<file path="src/rtl/muller_c_bank.sv">
// ---------------------------------------------------------------------------
// muller_c_bank
//
// Clocked model of a bank of NCH independent Muller C-elements, each with
// NIN inputs. Every input bit passes through a SYNC_STAGES-deep synchroniser.
// Each channel evaluates on the rising clock edge while its enable is high:
//   - all synchronised inputs high -> output goes high
//   - "all low" condition          -> output goes low
//   - otherwise                    -> output holds
// In asymmetric mode (mode_i[c]=1), bit 0 of the channel only takes part in
// the rising condition, so the falling condition looks at bits NIN-1..1 only.
// Each channel also produces registered one-cycle rise/fall pulses and keeps
// a saturating transition counter.
//
// Ports:
//   wb_clk_i   system clock, all state changes on its rising edge
//   wb_rst_i   synchronous active-high reset
//   in_i       channel c inputs at in_i[c*NIN +: NIN]
//   en_i       per-channel evaluate enable (0 = hold)
//   mode_i     per-channel mode: 0 symmetric, 1 asymmetric (bit 0 plus-only)
//   cnt_clr_i  synchronous clear of all transition counters
//   c_o        registered C-element outputs
//   rise_o     one-cycle pulse in the first cycle c_o[c] reads 1 after a 0
//   fall_o     one-cycle pulse in the first cycle c_o[c] reads 0 after a 1
//   cnt_o      channel c transition count at cnt_o[c*CNT_W +: CNT_W]
// ---------------------------------------------------------------------------
module muller_c_bank #(
    parameter int               NCH         = 2,
    parameter int               NIN         = 3,
    parameter int               SYNC_STAGES = 2,
    parameter int               CNT_W       = 8,
    parameter logic [NCH-1:0]   RST_VAL     = '0
) (
    input  logic                   wb_clk_i,
    input  logic                   wb_rst_i,
    input  logic [NCH*NIN-1:0]     in_i,
    input  logic [NCH-1:0]         en_i,
    input  logic [NCH-1:0]         mode_i,
    input  logic                   cnt_clr_i,
    output logic [NCH-1:0]         c_o,
    output logic [NCH-1:0]         rise_o,
    output logic [NCH-1:0]         fall_o,
    output logic [NCH*CNT_W-1:0]   cnt_o
);

    localparam int SW = NCH * NIN;
    localparam logic [CNT_W-1:0] CNT_MAX = {CNT_W{1'b1}};
    localparam logic [CNT_W-1:0] CNT_ONE = {{(CNT_W-1){1'b0}}, 1'b1};

    // Synchronised view of in_i, one NIN-bit slice per channel.
    logic [SW-1:0] s_w;

    // -----------------------------------------------------------------------
    // Input synchroniser. With zero stages the raw inputs feed evaluation
    // directly; otherwise a shift chain of SYNC_STAGES flops per bit.
    // -----------------------------------------------------------------------
    generate
        if (SYNC_STAGES == 0) begin : g_nosync
            assign s_w = in_i;
        end else begin : g_sync
            logic [SW-1:0] sync_q [SYNC_STAGES];
            logic [SW-1:0] sync_d [SYNC_STAGES];

            always_comb begin
                sync_d[0] = in_i;
                for (int i = 1; i < SYNC_STAGES; i++) begin
                    sync_d[i] = sync_q[i-1];
                end
            end

            // The chain keeps shifting whether or not a channel is enabled,
            // so re-enabling sees the current synchronised inputs.
            always_ff @(posedge wb_clk_i) begin
                if (wb_rst_i) begin
                    for (int i = 0; i < SYNC_STAGES; i++) begin
                        sync_q[i] <= '0;
                    end
                end else begin
                    for (int i = 0; i < SYNC_STAGES; i++) begin
                        sync_q[i] <= sync_d[i];
                    end
                end
            end

            assign s_w = sync_q[SYNC_STAGES-1];
        end
    endgenerate

    // -----------------------------------------------------------------------
    // Per-channel C-element, pulse generation and transition counter.
    // -----------------------------------------------------------------------
    generate
        for (genvar c = 0; c < NCH; c++) begin : g_ch
            logic [NIN-1:0]   s_ch;
            logic             set_w;
            logic             clr_w;
            logic             c_q, c_d;
            logic             rise_q, rise_d;
            logic             fall_q, fall_d;
            logic [CNT_W-1:0] cnt_q, cnt_d;

            assign s_ch  = s_w[c*NIN +: NIN];
            assign set_w = &s_ch;
            // Asymmetric mode ignores bit 0 for the falling condition. With
            // NIN >= 2 set and clear can never both be true.
            assign clr_w = mode_i[c] ? ~|s_ch[NIN-1:1] : ~|s_ch;

            always_comb begin
                c_d = c_q;
                if (en_i[c]) begin
                    if (set_w) begin
                        c_d = 1'b1;
                    end else if (clr_w) begin
                        c_d = 1'b0;
                    end
                end

                // Pulses only on a real change; a set/clear that matches the
                // current state produces nothing.
                rise_d = c_d & ~c_q;
                fall_d = ~c_d & c_q;

                // Clear wins over a simultaneous transition; the counter
                // saturates instead of wrapping.
                cnt_d = cnt_q;
                if (cnt_clr_i) begin
                    cnt_d = '0;
                end else if ((rise_d | fall_d) && (cnt_q != CNT_MAX)) begin
                    cnt_d = cnt_q + CNT_ONE;
                end
            end

            // Reset loads RST_VAL without counting it as a transition.
            always_ff @(posedge wb_clk_i) begin
                if (wb_rst_i) begin
                    c_q    <= RST_VAL[c];
                    rise_q <= 1'b0;
                    fall_q <= 1'b0;
                    cnt_q  <= '0;
                end else begin
                    c_q    <= c_d;
                    rise_q <= rise_d;
                    fall_q <= fall_d;
                    cnt_q  <= cnt_d;
                end
            end

            assign c_o[c]                 = c_q;
            assign rise_o[c]              = rise_q;
            assign fall_o[c]              = fall_q;
            assign cnt_o[c*CNT_W +: CNT_W] = cnt_q;
        end
    endgenerate

endmodule

</file>
<file path="config.mk">
export PLATFORM = sky130hd
export DESIGN_NAME = muller_c_bank
export DESIGN_NICKNAME = d
export VERILOG_FILES = /design/src/rtl/muller_c_bank.sv
export SDC_FILE = /design/constraint.sdc
export NUM_CORES = 1
export LEC_CHECK = 0
export CORE_MARGIN = 2
export CORE_UTILIZATION = 30
export CTS_CLUSTER_DIAMETER = 200
export DETAILED_ROUTE_END_ITERATION = 7
export RECOVER_POWER = 25
export SYNTH_ARGS = -nofsm -noshare
export SYNTH_HDL_FRONTEND = slang
export SYNTH_SLANG_ARGS = --single-unit
</file>
<file path="constraint.sdc">
create_clock -name wb_clk_i -period 2.6 [get_ports wb_clk_i]
set_input_delay 0.39 -clock wb_clk_i [delete_from_list [all_inputs] [get_ports wb_clk_i]]
set_output_delay 0.39 -clock wb_clk_i [all_outputs]
set_load 0.02 [all_outputs]
</file>
After elaboration in Yosys (flattened, before gate mapping)

Memories as Yosys holds them, arrays and structs flattened.
Cells that the tools add are included.

Bits in registers: 22
Bits in writable memories: 12
Word-level logic and storage cells: 51
Memories kept: 1

Memories:

| memory        | depth | width | rd ports | clocked after memory_dff | wr ports | RTL line | source |
|---|---|---|---|---|---|---|---|
| g_sync.sync_q | 2     | 6     | 2        | 0                        | 2        | 61       | `logic [SW-1:0] sync_q [SYNC_STAGES];` |

$add $sub $neg: 2
Eq/ne operators: 2
Multiplexer cells: 13
Bitwise logic cells: 12
Reduce and logical (&&, ||, !) cells: 13

Operators with widths:

| cell                                                          | number |
|---|---|
| 8-bit by 1-bit adder with 8-bit output, second input constant | 2 |
| 8-bit inequality test, second input constant                  | 2 |
| 6-bit two-way mux                                             | 2 |
| 1-bit two-way mux                                             | 11 |
| 3-bit AND reduction                                           | 2 |
| 2-bit OR reduction                                            | 3 |
| 3-bit OR reduction                                            | 2 |
| 1-bit bitwise AND                                             | 4 |
| 1-bit zero test                                               | 4 |
| 1-bit inverter                                                | 4 |
| 1-bit OR                                                      | 4 |
| 1-bit logical AND                                             | 2 |

Logic depth before layout (Yosys ltp)

Gate-level depths: netlist of run 1.

Depth after elaboration: 10
Depth in mapped cells: 7
Mapped depth without buffers: 7

Worst setup path after synthesis of run 1

No wires, ideal clock.

Path kind: input port to flip-flop
Start point: input port en_i[1]
End point: register g_ch[1].cnt_q[7]
Arrival: 1.775 ns
Setup slack: 0.693 ns
Stages: 7
Buffers on the path: 0
Path through: and3_1 > o21ai_0 > nand2_1 > ha_1 > nand4b_2 > o311ai_2 > o41ai_2

Cells in the longest elaborated chain, start to end: 5

Ends and longest elaborated chain:

| item                   | RTL line | source |
|---|---|---|
| start: declaration     | 37       | `input logic [NCH-1:0] en_i,` |
| 1-bit two-way mux *    | 110      | `if (en_i[c]) begin` |
| 1-bit inverter         | 121      | `fall_d = ~c_d & c_q;` |
| 1-bit bitwise AND      | 121      |  |
| 1-bit OR *             | 128      | `end else if ((rise_d \| fall_d) && (cnt_q != CNT_MAX)) begin` |
| 1-bit logical AND *    | 128      |  |
| end signal: assignment | 144      | `cnt_q <= cnt_d;` |
| end: declaration       | 100      | `logic [CNT_W-1:0] cnt_q, cnt_d;` |

Mark *: on every way between the ends. The rest lies on a longest branch, timed or not.
A chain may end at the register's enable or synchronous reset.

Worst setup path in the final report of run 1

Ends and elaborated chain as after synthesis.

==> flow_metrics.py, run 1 <==
metrics = {
    "die": {
        "die-height_um": 73.9,
        "num_rows": 25,
        "dieArea_um2": 5450,
        "start_util": 0.310,
        "core_area_um2": 4720,
        "dieWidth_um": 73.9,
        "io_pins": 35,
    },
    "final_layout": {
        "areaGrowthSynthToFinish_pct": 31.6,
        "layout_commonest_cell": "dfxtp_1",
        "layout-drive-gt1-share": 0.0924,
        "design_area_um2": 1930,
        "nNetsFinal": 200,
        "ff_latch_area_um2": 681,
        "antenna_cells": 0,
        "utilization": 0.408,
        "final_cell_mix": "dfxtp_1, clkdlybuf4s50_1, nor2b_1",
        "fillerInstances": 479,
        "multiInputGateArea_um2": 701,
    },
    "power_and_ir_drop": {
        "p_leak_nw": 0.725,
        "p_switching_w": 0.000219,
        "power.density_nw_per_um2": 512,
        "p_int_w": 0.000767,
        "p_sw_frac": 0.222,
        "combPwrFrac": 0.043,
        "sequentialPowerShare": 0.539,
        "peakVddDrop_v": 0.000279,
        "clkPwrFrac": 0.418,
    },
    "place": {
        "postPlaceCellArea_um2": 1840,
        "io_buffers": 34,
        "place_congestion": 0.716,
        "dpl.hpwl_um": 1940,
    },
    "drt": {
        "drc": 0,
        "vias": 1174,
        "dr.pass1.iters": 4,
        "detail-route-antenna-nets": 0,
        "drtIter0Drc": 33,
        "avgViaCountPerCell": 4.68,
        "wl_um": 2730,
        "wire_per_inst_um": 10.9,
    },
    "synth": {
        "netlist_area_um2": 1460,
        "netlist_top_cells_area": "dfxtp_1, nor2b_1, nand2_1",
        "synthArstFlopShare": 0,
        "synth_top_area_cell": "dfxtp_1",
        "syn_nets": 168,
        "syn_area_per_cell_um2": 9.69,
        "postSynthRegisterBits": 34,
        "synth_edf_count": 0,
        "yosysSeqAreaShare": 0.465,
        "synth_top_cell_area_share": 0.465,
        "synth_ff_type": "dfxtp_1",
        "ys_types": 37,
        "synth_warnings": 0,
        "synthCells": 151,
    },
    "sta": {
        "hold_ws_ns": 0.418,
        "max_freq_mhz": 464,
        "slew_viol_final": 0,
        "finalSetupTns_ns": 0,
        "finClkSkew_ns": 0.00324,
        "finalCritPeriodShare": 0.828,
        "final_hold_viol_count": 0,
        "relSlewSlack": 0.429,
        "setup_viol": 0,
        "tightest_slew_ns": 0.857,
        "rsz0062_at_grt": "no",
        "min_period_ns": 2.15,
    },
    "hold_path": {
        "hp-start": "g_sync.sync_q[0][7]",
        "worst_hold_path.num_cells": 1,
        "hold_end": "g_ch[0].fall_q",
        "min_path_type": "reg -> reg",
    },
    "worst_setup_path": {
        "required_ns": 2.77,
        "reg2reg_depth": 7,
        "worstSetupPathType": "in -> reg",
        "reg2reg_setup_slack_ns": 0.72,
        "worstSetupEndpointType": "flop",
        "cp_max_fo": 5,
        "crit_path_start_kind": "primary input",
        "reg2reg_to": "g_ch[1].cnt_q[7]",
        "arrival_ns": 2.32,
        "worstReg2RegStart": "g_sync.sync_q[0][11]",
    },
    "global_routing": {
        "grt_pass1_vias": 1045,
        "grt_first_pass_wirelength_um": 4710,
        "grtUsageTotal": 0.116,
        "antenna_found_initial": 0,
        "grt_overflow": 0,
        "grt_max_degree": 22,
    },
    "clocking": {
        "cts_tree": "built",
        "cts_setup_buffers": 0,
        "cts_resized": 0,
        "clock_latency_ns": 0.29,
        "holdBufCountCts": 0,
        "cts_num_sinks": 34,
        "cts_root_buf": "clkbuf_8",
        "clkTransAtPathRegs_ns": 0.07,
        "cts_buffer_depth": 2,
        "cts_max_level": 2,
        "numCtsBuffers": 5,
    },
    "run": {
        "drv_cap": 0,
    },
    "outcome": {
        "status": "finished clean",
    },
}
-- layout make-up --
cell class	count	share of cell area
clock inverter	2	0.00649
inverter	4	0.00779
clock buffer	6	0.0429
timing repair buffer	36	0.182
sequential	34	0.353
tap	67	0.0435
multi-input combinational	102	0.364
-- cells in the mapped netlist, drive strengths merged, types with 2 or more instances --
| cell | n |
|---|---|
| a21oi | 7 |
| a31o | 2 |
| a31oi | 6 |
| and3 | 6 |
| and4b | 5 |
| buf | 9 |
| clkbuf | 2 |
| dfxtp | 34 |
| ha | 4 |
| inv | 4 |
| mux2i | 5 |
| nand2 | 15 |
| nand2b | 2 |
| nand3 | 2 |
| nand4 | 3 |
| nor2b | 17 |
| nor3 | 3 |
| nor4 | 2 |
| o21ai | 7 |
| or3 | 2 |
-- stage by stage --
stage                     total power, W  instances  setup WS, ns
after detailed placement        0.000588        243         0.106
after global routing             0.00103        251         0.275
after floorplan                 0.000563        151         0.693
final                           0.000986        251         0.447
after global placement          0.000587        243         0.141
after CTS                        0.00100        251         0.423
-- cell families (layout without fill, tap and decap cells) --
kind of cell | after synthesis | count (layout) | share of synthesized area
muxes | 5 | 5 | 0.0342
DFF | 34 | 34 | 0.465
AOI/OAI and AO/OA | 28 | 28 | 0.138
and+or+nand+nor | 65 | 65 | 0.273
buffers and inverters | 15 | 48 | 0.0564
adders and majority gates | 4 | 4 | 0.0342
-- worst max path at each step --
stage,start,endpoint,slack [ns]
floorplan,en_i[1],g_ch[1].cnt_q[7],0.69
global placement,en_i[1],g_ch[1].cnt_q[7],0.14
detailed placement,en_i[1],g_ch[1].cnt_q[5],0.11
CTS,en_i[1],g_ch[1].cnt_q[5],0.42
global route,en_i[0],g_ch[0].cnt_q[5],0.27
finish,en_i[1],g_ch[1].cnt_q[7],0.45
-- sequential cells by signal (all words and copies together), names as in the netlist --
signal,cells
g_ch.c_q,2
g_ch.cnt_q,16
g_ch.fall_q,2
g_ch.rise_q,2
g_sync.sync_q,12
-- per-layer routing --
metal,global-route usage,part of all wire
met1,0.142,0.47
met2,0.166,0.45
met3,0.0590,0.063
met4,0.0606,0.015
met5,0,0
-- worst max-delay path: stages --
cell and delay (ns):
clkdlybuf4s50_1 0.44, and3_1 0.19, o21ai_0 0.19, nand2_1 0.08, ha_1 0.33, nand4b_2 0.27, o311ai_2 0.32, o41ai_2 0.11
-- power groups by stage --
stage | clock network [W] | registers, W | logic [W]
global route | 0.000448 | 0.000532 | 0.0000473
detailed placement | 0 | 0.000544 | 0.0000439
global placement | 0 | 0.000543 | 0.0000433
floorplan | 0 | 0.000543 | 0.0000196
finish | 0.000412 | 0.000532 | 0.0000424
CTS | 0.000427 | 0.000531 | 0.0000440
Power figures use the tool's default switching activity.
==> inputs of run 2 (changes only) <==
- clock period: 2.6 -> 2.1 ns (I/O delays scaled with it)
==> run 2 against run 1 <==
Die area did not move. Core utilization rose by 0.69 points. Sequential share of layout area fell by 0.59 points. Non-clock buffer count is 5 higher. Sequential cell count unchanged. Wire length up 2.8%. Worst hold slack better by 0.0066 ns. Critical endpoint unchanged. Largest cell class unchanged. Largest power group unchanged. Highest routed layer is now met3.
==> flow_metrics.py, run 2 (synthesis results as in run 1) <==
metrics = {
    "global_routing": {
        "grt_use_met2": 0.170,
        "grt_first_pass_wirelength_um": 4670,
        "grt_pass1_vias": 1051,
        "grtUsageTotal": 0.110,
        "top_usage_layer": "met2",
        "grtUsageMet1": 0.146,
        "grt_overflow": 0,
        "antenna_found_initial": 0,
        "grt_max_degree": 20,
        "grt_use_met3": 0.0343,
    },
    "clocking": {
        "cts_setup_buffers": 0,
        "clkTransAtPathRegs_ns": 0.06,
        "cts_buffer_depth": 2,
        "cts_root_buf": "clkbuf_8",
        "cts_max_level": 2,
        "numCtsBuffers": 5,
        "cts_num_sinks": 34,
        "clock_latency_ns": 0.27,
        "cts_tree": "built",
    },
    "sta": {
        "rsz0062_at_grt": "no",
        "setup_viol": 0,
        "min_period_ns": 1.95,
        "slew_viol_final": 0,
        "tightest_slew_ns": 0.798,
        "finalCritPeriodShare": 0.929,
        "final_hold_viol_count": 0,
        "finalSetupTns_ns": 0,
        "max_freq_mhz": 512,
        "relSlewSlack": 0.468,
        "finClkSkew_ns": 0.00308,
    },
    "place": {
        "place_congestion": 0.730,
        "dpl.hpwl_um": 2010,
        "io_buffers": 34,
    },
    "drt": {
        "vias": 1180,
        "detail-route-antenna-nets": 0,
        "avgViaCountPerCell": 4.65,
        "dr.pass1.iters": 4,
        "drc": 0,
        "wire_per_inst_um": 11.0,
        "drtIter0Drc": 35,
        "wl_um": 2800,
    },
    "final_layout": {
        "antenna_cells": 0,
        "fillerInstances": 486,
        "areaGrowthSynthToFinish_pct": 33.8,
        "utilization": 0.415,
        "layout-drive-gt1-share": 0.123,
        "nNetsFinal": 205,
        "largest_registers": "g_ch.cnt_q (16), g_sync.sync_q (12)",
        "ff_latch_area_um2": 681,
        "largest_reg_flops": 16,
        "multiInputGateArea_um2": 708,
        "largest_register": "g_ch.cnt_q",
        "layout_commonest_cell": "dfxtp_1",
        "final_cell_mix": "dfxtp_1, clkdlybuf4s50_1, nor2b_1",
    },
    "die": {
        "start_util": 0.310,
        "dieArea_um2": 5450,
        "core_area_um2": 4720,
        "die-height_um": 73.9,
        "dieWidth_um": 73.9,
        "io_pins": 35,
        "num_rows": 25,
    },
    "worst_setup_path": {
        "worstSetupEndpointType": "flop",
        "worstReg2RegStart": "g_sync.sync_q[0][11]",
        "cp_max_fo": 3,
        "reg2reg_to": "g_ch[1].cnt_q[7]",
        "critPathBufInv": 1,
        "reg2reg_setup_slack_ns": 0.36,
        "crit_path_cell_trace": "clkdlybuf4s50_1 > and3_1 > o21ai_1 > nand2_1 > ha_1 > nand4b_2 > o311ai_2 > o41ai_2",
        "crit_path_start_kind": "primary input",
        "required_ns": 2.24,
        "cp_top_family": "compound AO/OA/AOI/OAI gates",
        "slowest_delay_ns": 0.43,
        "worstSetupPathType": "in -> reg",
        "reg2reg_depth": 7,
        "arrival_ns": 2.10,
        "cp_slowest_cell": "clkdlybuf4s50_1",
    },
    "hold_path": {
        "worst_hold_path.num_cells": 1,
        "hold_end": "g_ch[1].fall_q",
        "hp-start": "g_sync.sync_q[0][10]",
        "min_path_type": "reg -> reg",
    },
    "power_and_ir_drop": {
        "power.density_nw_per_um2": 596,
        "p_leak_nw": 0.743,
        "peakVddDrop_v": 0.000305,
    },
    "run": {
        "drv_cap": 0,
    },
    "outcome": {
        "status": "finished clean",
    },
}
-- run 2: stage by stage --
step	area (um2)	std cells	total power, W	hold slack [ns]	worst slack (ns)
final	1960	254	0.00117	0.425	0.148
after global routing	1960	254	0.00123	0.456	0.0341
after CTS	1960	254	0.00119	0.413	0.0710
after detailed placement	1870	248	0.000729	0.406	-0.224
after global placement	1870	248	0.000728	0.406	-0.196
after floorplan	1460	151	0.000697	0.391	0.268
-- run 2: power breakdown --
group	total, W	switching, W	internal (W)
Clock	0.000455	0.000203	0.000252
Sequential	0.000659	0.00000312	0.000656
Combinational	0.0000542	0.0000219	0.0000323
Total	0.00117	0.000228	0.000940
-- run 2: area by class of cell --
class,instances,share of cell area
tap,67,0.0428
multi-input combinational,102,0.361
timing repair buffer,41,0.199
clock buffer,6,0.0421
sequential,34,0.347
inverter,4,0.00766
-- run 2: worst max path at each step --
stage | from | endpoint | slack (ns) | cells after the start
after floorplan | en_i[1] | g_ch[1].cnt_q[7] | 0.27 | 7
after global placement | en_i[1] | g_ch[1].cnt_q[7] | -0.20 | 8
after detailed placement | en_i[1] | g_ch[1].cnt_q[7] | -0.22 | 8
after CTS | en_i[1] | g_ch[1].cnt_q[7] | 0.07 | 8
after global routing | en_i[1] | g_ch[1].cnt_q[7] | 0.03 | 8
final | en_i[1] | g_ch[1].cnt_q[7] | 0.15 | 8
-- run 2: worst register-to-register path, cell delays in order, from the launching register on --
cell	delay, ns
dfxtp_1	0.31
and3_1	0.15
o21ai_1	0.15
nand2_1	0.07
ha_1	0.28
nand4b_2	0.23
o311ai_2	0.32
o41ai_2	0.11
-- run 2: repair_timing --
action / in CTS / in global routing
endpoints found under the hold margin: 0 / 0
gates resized for setup: 0 / 5
hold buffers: 0 / 0
endpoints found under the setup margin: 0 / 8
-- run 2: metal layers --
layer | wire length (um) | part of all wire
met5 | 0 | 0
met4 | 0 | 0
met3 | 142 | 0.051
met2 | 1330 | 0.47
met1 | 1330 | 0.47
==> inputs of run 3 (changes only) <==
- ABC_AREA: default -> 1
- GPL_TIMING_DRIVEN: default -> 0
==> run 3 against run 2 <==
Core utilization down 0.22 points. Register-to-register slack better by 0.04 ns. First-iteration DRC count is 49% higher. Clock power rose by 32%. Largest power group unchanged. Non-clock buffer count unchanged. Sequential share of layout area decreased by 2.0 points.
==> flow_metrics.py, run 3 <==
metrics = {
    "clocking": {
        "numCtsBuffers": 5,
        "cts_root_buf": "clkbuf_8",
        "cts_buffer_depth": 2,
        "cts_max_level": 2,
        "clkTransAtPathRegs_ns": 0.07,
        "cts_resized": 0,
        "cts_num_sinks": 34,
        "holdBufCountCts": 0,
        "cts_tree": "built",
        "cts_setup_buffers": 0,
        "clock_latency_ns": 0.28,
    },
    "place": {
        "postPlaceCellArea_um2": 1970,
        "placedCellCount": 320,
        "place_congestion": 0.775,
        "io_buffers": 33,
        "dpl.hpwl_um": 2140,
    },
    "synth": {
        "synthArstFlopShare": 0,
        "synthCells": 217,
        "syn_area_per_cell_um2": 7.14,
        "synth_commonest_cells": "nand2_1, inv_1, nor2_1",
        "synth_edf_count": 0,
        "synth_ff_type": "dfxtp_1",
        "ys_types": 23,
        "netlist_area_um2": 1550,
        "yosysMostFrequentCell": "nand2_1",
        "postSynthRegisterBits": 34,
        "synth_warnings": 0,
        "netlist_top_cells_area": "dfxtp_1, nand2_1, inv_1",
        "synth_top_area_cell": "dfxtp_1",
        "synth_top_cell_area_share": 0.439,
        "syn_nets": 234,
        "yosysSeqAreaShare": 0.439,
    },
    "final_layout": {
        "largest_reg_flops": 16,
        "layout-drive-gt1-share": 0.105,
        "nNetsFinal": 274,
        "fin_cells": 328,
        "final_cell_mix": "nand2_1, inv_1, nor2_1",
        "antenna_cells": 0,
        "largest_registers": "g_ch.cnt_q (16), g_sync.sync_q (12)",
        "design_area_um2": 2080,
        "largest_register": "g_ch.cnt_q",
        "areaGrowthSynthToFinish_pct": 34.2,
        "layout_commonest_cell": "nand2_1",
    },
    "drt": {
        "drc": 0,
        "wire_per_inst_um": 8.75,
        "detail-route-antenna-nets": 0,
        "vias": 1322,
        "dr.pass1.iters": 4,
        "avgViaCountPerCell": 4.03,
        "drtIter0Drc": 52,
        "wl_um": 2870,
    },
    "hold_path": {
        "hp-start": "g_sync.sync_q[0][4]",
        "min_path_type": "reg -> reg",
        "worst_hold_path.num_cells": 2,
        "hold_end": "g_sync.sync_q[0][10]",
    },
    "worst_setup_path": {
        "critPathBufInv": 3,
        "required_ns": 2.28,
        "reg2reg_setup_slack_ns": 0.40,
        "crit_path_cell_trace": "dlygate4sd3_1 > o211ai_1 > nand2_1 > nand2_1 > nand2_1 > inv_1 > ha_1 > inv_1 > nand3_1 > o21ai_1 > nor2_1",
        "worstReg2RegStart": "g_sync.sync_q[0][6]",
        "cp_top_family": "buffers and inverters",
        "arrival_ns": 2.10,
        "worstSetupPathType": "in -> reg",
        "reg2reg_depth": 11,
        "cp_max_fo": 8,
        "worstSetupEndpointType": "flop",
        "slowest_delay_ns": 0.56,
        "reg2reg_to": "g_ch[0].cnt_q[5]",
        "cp_common_cell": "nand2_1",
        "crit_path_start_kind": "primary input",
        "cp_slowest_cell": "dlygate4sd3_1",
    },
    "outcome": {
        "status": "finished clean",
    },
    "die": {
        "start_util": 0.307,
        "num_rows": 26,
        "dieWidth_um": 75.9,
        "dieArea_um2": 5760,
        "core_area_um2": 5040,
        "io_pins": 35,
        "die-height_um": 75.9,
    },
    "sta": {
        "slew_viol_final": 0,
        "final_hold_viol_count": 0,
        "rsz0062_at_grt": "no",
        "finClkSkew_ns": 0.00433,
        "tightest_slew_ns": 0.471,
        "setup_viol": 0,
        "max_freq_mhz": 523,
        "finalCritPeriodShare": 0.911,
        "min_period_ns": 1.91,
        "relSlewSlack": 0.686,
    },
    "global_routing": {
        "grt_overflow": 0,
        "grt_first_pass_wirelength_um": 4830,
        "antenna_found_initial": 0,
        "grt_max_degree": 13,
        "grtUsageTotal": 0.111,
        "grt_pass1_vias": 1132,
    },
    "run": {
        "drv_cap": 0,
    },
    "power_and_ir_drop": {
        "p_leak_nw": 0.865,
        "peakVddDrop_v": 0.000271,
        "power.density_nw_per_um2": 630,
    },
}
## run 3: metal layers
metal,GRT usage,routed length (um),vias up
met5,0,0,-
met4,0.0526,61,0
met3,0.0397,104,6
met2,0.172,1310,25
met1,0.138,1400,561
li1,-,-,730
## run 3: report_power, final
part	switching (W)	total (W)	internal [W]
combinational	0.0000237	0.0000498	0.0000261
sequential	0.00000329	0.000658	0.000655
clock	0.000249	0.000602	0.000353
## run 3: layout make-up
class                      instances  area (um2)
inverter                          42         158
clock buffer                       5        68.8
clock inverter                     3        45.0
timing repair buffer              33         330
sequential                        34         681
fill                             524        2960
buffer                             8        52.6
tap                               70        87.6
multi-input combinational        133         658
## run 3: tightest hold or removal path, cell delays in order, from the launching register on
cell and delay, ns:
dfxtp_1 0.30, inv_1 0.04, nor2_1 0.03
## run 3: worst max path at each step
| stage | startpoint | to | slack (ns) | depth (start not counted) |
|---|---|---|---|---|
| 2_1_floorplan | g_sync.sync_q[0][6] | g_ch[0].cnt_q[5] | 0.59 | 11 |
| 3_3_place_gp | en_i[0] | g_ch[0].cnt_q[5] | -0.00007 | 11 |
| 3_5_place_dp | en_i[0] | g_ch[0].cnt_q[5] | -0.04 | 11 |
| 4_1_cts | en_i[0] | g_ch[0].cnt_q[5] | 0.27 | 11 |
| 5_1_grt | en_i[0] | g_ch[0].cnt_q[6] | 0.08 | 11 |
| 6_report | en_i[0] | g_ch[0].cnt_q[5] | 0.19 | 11 |
## run 3: metrics by stage
step	setup slack, ns	utilization	TNS [ns]	hold slack, ns	power [W]
final	0.186	0.413	0	0.402	0.00131
after global routing	0.0823	0.413	0	0.409	0.00136
after CTS	0.268	0.413	0	0.330	0.00133
after detailed placement	-0.0356	0.390	-0.0723	0.392	0.000725
after global placement	-0.0000724	0.390	-0.0000724	0.390	0.000724
after floorplan	0.591	-	0	0.388	0.000696
## run 3: cell families after synthesis
| kind of cell | after synthesis | share of synthesized area |
|---|---|---|
| flip-flops | 34 | 0.439 |
| buffers and inverters | 50 | 0.136 |
| adder cells (fa/ha/maj) | 4 | 0.0323 |
| AO/OA/AOI/OAI | 14 | 0.0484 |
| AND/OR/NAND/NOR | 111 | 0.321 |
| XOR/XNOR | 4 | 0.0226 |
